==> src/rtl/mdio_mgmt_sched.sv <==
// mdio_mgmt_sched: round-robin CPU/link-poller scheduler for one MDIO master; ports: clk/rst, picosoc iomem slave (valid/ready/wstrb/addr/wdata/rdata), MDIO master request (m_*), link_up level and link_irq pulse
module mdio_mgmt_sched #(
  parameter int         POLL_CYCLES    = 1000000,
  parameter int         TIMEOUT_CYCLES = 8192,
  parameter logic [4:0] POLL_PHY       = 5'd0,
  parameter logic [4:0] POLL_REG       = 5'd1,
  parameter int         LINK_BIT       = 2
) (
  input  logic        clk,
  input  logic        rst,
  input  logic        iomem_valid,
  output logic        iomem_ready,
  input  logic [3:0]  iomem_wstrb,
  input  logic [31:0] iomem_addr,
  input  logic [31:0] iomem_wdata,
  output logic [31:0] iomem_rdata,
  output logic        m_valid,
  output logic        m_write,
  output logic [4:0]  m_phy,
  output logic [4:0]  m_reg,
  output logic [15:0] m_wdata,
  input  logic        m_ready,
  input  logic [15:0] m_rdata,
  output logic        link_up,
  output logic        link_irq
);
  localparam int PW = $clog2(POLL_CYCLES);
  localparam int TW = $clog2(TIMEOUT_CYCLES);
  typedef enum logic [1:0] {IDLE, CPU_XFER, POLL_XFER, CPU_RESP} state_t;
  state_t state_q, state_d;
  logic [PW-1:0] poll_cnt_q, poll_cnt_d;
  logic [TW-1:0] tmo_cnt_q, tmo_cnt_d;
  logic poll_en_q, poll_en_d, poll_pending_q, poll_pending_d, sticky_q, sticky_d, last_grant_q, last_grant_d;
  logic iomem_ready_q, iomem_ready_d, m_valid_q, m_valid_d, m_write_q, m_write_d;
  logic link_up_q, link_up_d, link_irq_q, link_irq_d;
  logic [31:0] iomem_rdata_q, iomem_rdata_d;
  logic [4:0] m_phy_q, m_phy_d, m_reg_q, m_reg_d;
  logic [15:0] m_wdata_q, m_wdata_d;
  logic sel_phy, sel_csr, grant_csr, grant_cpu, grant_poll, xfer, tmo, done, cpu_done, poll_wrap, csr_wr, link_chg;
  logic [31:0] csr_val;
  logic unused_bits;
  assign unused_bits = ^{iomem_addr[23:13], iomem_addr[7:5], iomem_wdata[31:16]};
  assign sel_phy    = iomem_valid && iomem_addr[31:24] == 8'h07;
  assign sel_csr    = iomem_valid && iomem_addr[31:24] == 8'h08;
  assign grant_csr  = state_q == IDLE && sel_csr;
  assign grant_cpu  = state_q == IDLE && !sel_csr && sel_phy && (!poll_pending_q || last_grant_q);
  assign grant_poll = state_q == IDLE && !sel_csr && poll_pending_q && (!sel_phy || !last_grant_q);
  assign xfer       = state_q == CPU_XFER || state_q == POLL_XFER;
  assign tmo        = xfer && !m_ready && tmo_cnt_q == TW'(TIMEOUT_CYCLES - 1);
  assign done       = xfer && (m_ready || tmo);
  assign cpu_done   = state_q == CPU_XFER && done;
  assign poll_wrap  = poll_en_q && poll_cnt_q == PW'(POLL_CYCLES - 1);
  assign csr_wr     = grant_csr && iomem_wstrb[0];
  assign link_chg   = state_q == POLL_XFER && m_ready && m_rdata[LINK_BIT] != link_up_q;
  assign csr_val    = {28'b0, poll_pending_q, sticky_q, link_up_q, poll_en_q};
  always_ff @(posedge clk)
    state_q <= rst ? IDLE : state_d;
  always_comb begin
    state_d = grant_csr || cpu_done ? CPU_RESP :
              grant_cpu ? CPU_XFER :
              grant_poll ? POLL_XFER :
              state_q == CPU_RESP || (state_q == POLL_XFER && done) ? IDLE : state_q;
  end
  always_comb begin
    poll_cnt_d     = !poll_en_q || poll_wrap ? '0 : poll_cnt_q + 1'b1;
    poll_pending_d = poll_wrap || (poll_pending_q && !grant_poll);
    tmo_cnt_d      = xfer && !done ? tmo_cnt_q + 1'b1 : '0;
    last_grant_d   = grant_cpu ? 1'b0 : grant_poll ? 1'b1 : last_grant_q;
    poll_en_d      = csr_wr ? iomem_wdata[0] : poll_en_q;
    sticky_d       = tmo || (sticky_q && !(csr_wr && iomem_wdata[1]));
    m_valid_d      = grant_cpu || grant_poll || (m_valid_q && !done);
    m_write_d      = grant_cpu ? |iomem_wstrb : grant_poll ? 1'b0 : m_write_q;
    m_phy_d        = grant_cpu ? iomem_addr[12:8] : grant_poll ? POLL_PHY : m_phy_q;
    m_reg_d        = grant_cpu ? iomem_addr[4:0] : grant_poll ? POLL_REG : m_reg_q;
    m_wdata_d      = grant_cpu ? iomem_wdata[15:0] : grant_poll ? 16'h0 : m_wdata_q;
    iomem_ready_d  = grant_csr || cpu_done;
    iomem_rdata_d  = grant_csr ? csr_val :
                     !cpu_done ? iomem_rdata_q :
                     m_write_q ? 32'h0 :
                     m_ready ? {16'h0, m_rdata} : 32'h0000_FFFF;
    link_up_d      = link_chg ? ~link_up_q : link_up_q;
    link_irq_d     = link_chg;
  end
  always_ff @(posedge clk) begin
    if (rst) begin
      poll_cnt_q     <= '0;
      tmo_cnt_q      <= '0;
      poll_en_q      <= 1'b0;
      poll_pending_q <= 1'b0;
      sticky_q       <= 1'b0;
      last_grant_q   <= 1'b1;
      iomem_ready_q  <= 1'b0;
      iomem_rdata_q  <= '0;
      m_valid_q      <= 1'b0;
      m_write_q      <= 1'b0;
      m_phy_q        <= '0;
      m_reg_q        <= '0;
      m_wdata_q      <= '0;
      link_up_q      <= 1'b0;
      link_irq_q     <= 1'b0;
    end else begin
      poll_cnt_q     <= poll_cnt_d;
      tmo_cnt_q      <= tmo_cnt_d;
      poll_en_q      <= poll_en_d;
      poll_pending_q <= poll_pending_d;
      sticky_q       <= sticky_d;
      last_grant_q   <= last_grant_d;
      iomem_ready_q  <= iomem_ready_d;
      iomem_rdata_q  <= iomem_rdata_d;
      m_valid_q      <= m_valid_d;
      m_write_q      <= m_write_d;
      m_phy_q        <= m_phy_d;
      m_reg_q        <= m_reg_d;
      m_wdata_q      <= m_wdata_d;
      link_up_q      <= link_up_d;
      link_irq_q     <= link_irq_d;
    end
  end
  assign iomem_ready = iomem_ready_q;
  assign iomem_rdata = iomem_rdata_q;
  assign m_valid     = m_valid_q;
  assign m_write     = m_write_q;
  assign m_phy       = m_phy_q;
  assign m_reg       = m_reg_q;
  assign m_wdata     = m_wdata_q;
  assign link_up     = link_up_q;
  assign link_irq    = link_irq_q;
endmodule

==> config.mk <==
export PLATFORM = sky130hd
export DESIGN_NAME = mdio_mgmt_sched
export DESIGN_NICKNAME = d
export VERILOG_FILES = /design/src/rtl/mdio_mgmt_sched.sv
export SDC_FILE = /design/constraint.sdc
export NUM_CORES = 1
export LEC_CHECK = 0
export BUFFER_PORTS_ARGS = -buffer_cell sky130_fd_sc_hd__buf_2
export CORE_MARGIN = 2
export CORE_UTILIZATION = 52
export CTS_CLUSTER_DIAMETER = 40
export DETAILED_ROUTE_END_ITERATION = 16
export PLACE_DENSITY = 0.85
export SYNTH_ARGS = -nofsm -noshare
export SYNTH_HDL_FRONTEND = slang
export SYNTH_SLANG_ARGS = --single-unit
==> constraint.sdc <==
create_clock -name clk -period 3.7 [get_ports clk]
set_clock_uncertainty 0.05 [all_clocks]
set_input_delay 0.185 -clock clk [delete_from_list [all_inputs] [get_ports clk]]
set_output_delay 0.185 -clock clk [all_outputs]
set_load 0.03 [all_outputs]
# Word-level counts from Yosys, hierarchy flattened
# Cells that the tools add are included.
dict set report totals {
  elab_cells 97
  inputBits 88
  regBits 86
  output_inout_bits 63
}
dict set report classes {
  bitwise 2
  add_sub_neg 2
  eq_ne 8
  muxes 18
  reduce_logical 50
}
# operator n
set ops {}
lappend ops {{$mux W16} 4}
lappend ops {{$logic_and A1 B1 Y1} 22}
lappend ops {{$add A20 B1 Y20 const B} 1}
lappend ops {{$eq A20 B20 Y1 const B} 1}
lappend ops {{$mux W5} 4}
lappend ops {{$add A13 B1 Y13 const B} 1}
lappend ops {{$eq A13 B13 Y1 const B} 1}
lappend ops {{$logic_or A1 B1 Y1} 11}
lappend ops {{$logic_not A1 Y1} 9}
lappend ops {{$eq A8 B3 Y1 const B} 1}
lappend ops {{$eq A8 B4 Y1 const B} 1}
lappend ops {{$mux W2} 4}
lappend ops {{$mux W4} 2}
lappend ops {{$reduce_or A2 Y1} 3}
lappend ops {{$eq A2 B2 Y1 const B} 2}
lappend ops {{$mux W1} 4}
lappend ops {{$reduce_bool A2 Y1} 2}
lappend ops {{$reduce_bool A4 Y1} 1}
lappend ops {{$reduce_or A4 Y1} 1}
lappend ops {{$eq A2 B1 Y1 const B} 1}
lappend ops {{$logic_not A2 Y1} 1}
lappend ops {{$not A1 Y1} 2}
lappend ops {{$ne A1 B1 Y1} 1}

# Depth between registers and ports, before layout
dict set report depth {
  ltp_word 12
  depth_mapped 8
  ltp_nobuf 6
}

# Worst setup path after synthesis
# No wires, ideal clock.
dict set report synth_timing {
  path_type {flip-flop to flip-flop}
  from {register tmo_cnt_q[0]}
  to {register iomem_rdata_q[0], in the netlist iomem_rdata[0]}
  arrival_ns 1.729
  path_stages_with_launch 7
  setup_ns 0.122
  period_less_slack_ns 1.901
  slack_ns 1.799
  required_ns 3.528
  path_buffers 0
  cell_sequence {dfxtp_1 ha_1 nand4_4 nor4_4 o211ai_4 nor2b_2 a221o_1}
}
dict set report synth_between {
  elab_chain_cells 6
}
# element line
set synth_rtl {}
lappend synth_rtl {{start: declaration} 32} ;# logic [TW-1:0] tmo_cnt_q, tmo_cnt_d;
lappend synth_rtl {{start signal: assignment} 103} ;# tmo_cnt_q <= tmo_cnt_d;
lappend synth_rtl {{$eq A13 B13 Y1} 49} ;# assign tmo = xfer && !m_ready && tmo_cnt_q == TW'(TIMEOUT_CYCLES - 1);
lappend synth_rtl {{$logic_and A1 B1 Y1} 49}
lappend synth_rtl {{$logic_or A1 B1 Y1} 50} ;# assign done = xfer && (m_ready || tmo);
lappend synth_rtl {{$logic_and A1 B1 Y1} 50}
lappend synth_rtl {{$logic_and A1 B1 Y1} 51} ;# assign cpu_done = state_q == CPU_XFER && done;
lappend synth_rtl {{$reduce_bool A2 Y1 (no line)} n/a}
lappend synth_rtl {{end signal: assignment} 109} ;# iomem_rdata_q <= iomem_rdata_d;
lappend synth_rtl {{end: declaration} 36} ;# logic [31:0] iomem_rdata_q, iomem_rdata_d;
# Every way passes these cells.
# A chain may end at the register's enable or synchronous reset.

# Final worst setup path
dict set report layout_timing {
  from {register tmo_cnt_q[0]}
  to {register iomem_rdata_q[2], in the netlist iomem_rdata[2]}
}
# The elaborated chain is that of the path after synthesis.

==> summary.txt <==
Outcome
  – Status: finished, final reports clean

Global routing
  – GRT Util Overall: 0.2259
  – Remaining global-route overflow: 0
  – Largest net degree at the start of global routing: 43
  – Initial antenna violation count: 0
  – Vias in the first global route: approximately 3,100
  – First-pass GRT wire length: roughly 14,000 µm

STA
  – Fin. Hold Viols: 0
  – Minimum clock period after layout: about 2400 ps
  – Fmax: roughly 0.41 GHz
  – Rel. slew slack: 0.3080
  – Final Setup Violations: 0
  – Worst-Margin Slew: a little over 1000 ps
  – Worst hold margin: around 8.9 ps
  – Period utilization: 0.6545
  – RSZ-0062 raised after global routing: false
  – Final slew viol count: 0
  – TNS Setup: 0 ps

Yosys
  – Sequential area share after synthesis: 0.4520
  – Post-synthesis cell type count: 48
  – Synth Cell Area: approximately 0.0038 mm²
  – Mapped Cells: 440
  – Syn avg cell area: approximately 8.7 µm²
  – Yosys reg bits: 86
  – Main synth FF type: dfxtp_1
  – Synth Warn #: 0
  – Fraction of registers with async set/reset: 0
  – Number of synthesized flops with an enable pin: 0

Setup path
  – Slowest Stage Delay on Critical Path: 430 ps
  – Critical Path RT: between 3000 and 4000 ps
  – CP max FO: 32
  – CP Cell Sequence: ha_1 > nand4_4 > nor4_4 > o211ai_4 > nor2b_2 > a221o_1
  – CP Capture Type: register
  – Slowest CP cell: nor4_4
  – Worst endpoint data arrival time: ~2600 ps
  – WS Path Type: register to register
  – Startpoint class of the critical path: register

Final layout
  – Commonest non-fill, non-tap cell in the layout: buf_2
  – Fraction of layout cells with a size suffix above 1: 0.2495
  – # nets final: around 640
  – Max FFs per register: 20
  – Final cell utilization of the core: 0.6439
  – Synth-to-layout area growth: 21.32%
  – Top reg by flops: poll_cnt_q
  – ANT cells: 0
  – Most frequent cells in the layout: 104 x buf_2, 86 x dfxtp_1, 50 x nand2_1

Floorplan
  – Initial core utilization: 0.5308
  – Row count: 31
  – Die Width: ~90 µm
  – Io pins: about 150
  – Die area: ~0.0080 mm²
  – Die height: around 90 µm
  – Core ar.: 0.007176 mm²

Pwr
  – Leak: between 0.0015 and 0.002 µW
  – Reg power frac: 0.548
  – Logic pwr share: 0.056
  – Clk pwr share: 0.396
  – Internal: 1280 µW
  – Maximum vdd drop: approximately 0.00028 V
  – P_sw: 409.2 µW
  – Switching Share: 0.2423
  – Cell Pwr Density: 365.5 mW/mm²

Clock network
  – CTS clk-pin slew, worst paths: roughly 90 ps
  – Clock tree buffer depth: 2
  – Worst-Skew Late Latency: roughly 370 ps
  – Post-CTS resize count: 0
  – H-tree Lvls: 3
  – CTS tree: yes
  – CTS buffer count: 9
  – Clk root buf: clkbuf_8
  – # clock sinks: between 80 and 90

Placement
  – Routability congestion estimate: roughly 0.8
  – Port Buf Inserts: between 100 and 150
  – Detail Placement HPWL: just under 6000 µm

Flow run
  – Max Cap Viol: 0

Routing
  – Antenna Nets Post-Route: 0
  – Initial DRT Pass Iterations: 4
  – Iteration-0 DRC count of the detailed router: approximately 170
  – Final wirelength: approximately 8900 µm
  – Vias: ~3,400
  – Drt wl/cell: 13.72 µm
  – DRC violation count after routing: 0
  – DR vias/cell: roughly 5.3

Hold path
  – Hold Path Class: input port to register
==> cell families after synthesis <==
kind of cell               Yosys count  share of synthesized area
AOI/OAI and AO/OA                   77                     0.1445
other                                1                  0.0009846
buffers and inverters               65                    0.08673
xor gates and xnor gates            30                    0.06899
and+or+nand+nor                    175                     0.2270
adders and majority gates            6                    0.01971
DFF                                 86                     0.4520
==> timing repair <==
item | CTS | global route
hold buffers | 14 | 0
endpoints found under the hold margin | 14 | 0
buffers inserted | 0 | 0
==> critical path, delay by kind of cell, from the launching register on <==
kind,cells,cell delay [ps]
AO/OA/AOI/OAI,2,740
adder cells (fa/ha/maj),1,260
flip-flops,1,380
AND/OR/NAND/NOR,3,890
==> final cells by class <==
type                    count  area (µm²)
multi-input cells         304        1813
repair buffers            119       668.1
inverters                  24       90.09
clock buffers               9       123.9
fillers                   574        2555
well taps                  99       123.9
clock inverters             7       80.08
flip-flops and latches     86        1722
==> Yosys cell counts, types with 2 or more instances <==
master	count	area (µm²)
buf_4	16	120.1
and4_1	4	35.03
dfxtp_1	86	1722
nor3_1	5	25.02
nor4_1	2	12.51
buf_6	2	22.52
a211o_1	12	105.1
a21oi_2	3	26.28
inv_1	24	90.09
nand2b_1	2	12.51
ha_1	6	75.07
nand3_1	43	215.2
a21oi_1	40	200.2
clkbuf_1	13	48.80
a31oi_1	3	18.77
xor2_1	17	148.9
buf_2	9	45.04
and3_1	4	25.02
nand2_1	50	187.7
nor2_1	45	168.9
a211oi_1	2	15.01
xnor2_1	13	113.9
a2111oi_0	2	17.52
a221o_1	4	40.04
nand4_1	10	62.56
==> per-layer routing <==
metal	vias to the layer above	GRT usage	routed length [µm]
li1	1683	-	-
met1	1622	0.2915	3770
met2	109	0.3503	4334
met3	16	0.06581	566
met4	0	0.1031	221
met5	-	0	0
==> path summary, 6_finish.rpt <==
| check | startpoint | end | slack [ps] | cells after the start |
|---|---|---|---|---|
| setup / recovery | tmo_cnt_q[0] | iomem_rdata[2] | 1280 | 6 |
| hold / removal | iomem_addr[11] | m_phy[3] | 9 | 3 |
| setup reg to reg | tmo_cnt_q[0] | iomem_rdata[2] | 1280 | 6 |
| hold reg to reg | iomem_rdata[6] | iomem_rdata[6] | 400 | 2 |
==> per-stage QoR <==
stage	area [µm²]	power, µW	cells	worst slack, ps
floorplan	3865	1004	455	1799
finish	4621	1689	648	1278
detailed placement	4277	1028	618	1275
CTS	4621	1700	648	1258
global route	4621	1744	648	1077
global placement	4277	1027	618	1351
==> power by group through the flow <==
stage | combinational (µW) | clock (µW) | sequential, µW
floorplan | 56.3 | 0 | 948
global placement | 79.2 | 0 | 947
detailed placement | 80.6 | 0 | 947
CTS | 92.2 | 682 | 926
global route | 101 | 717 | 926
finish | 94.1 | 669 | 926
No activity file was read; power rests on OpenSTA's default activity.
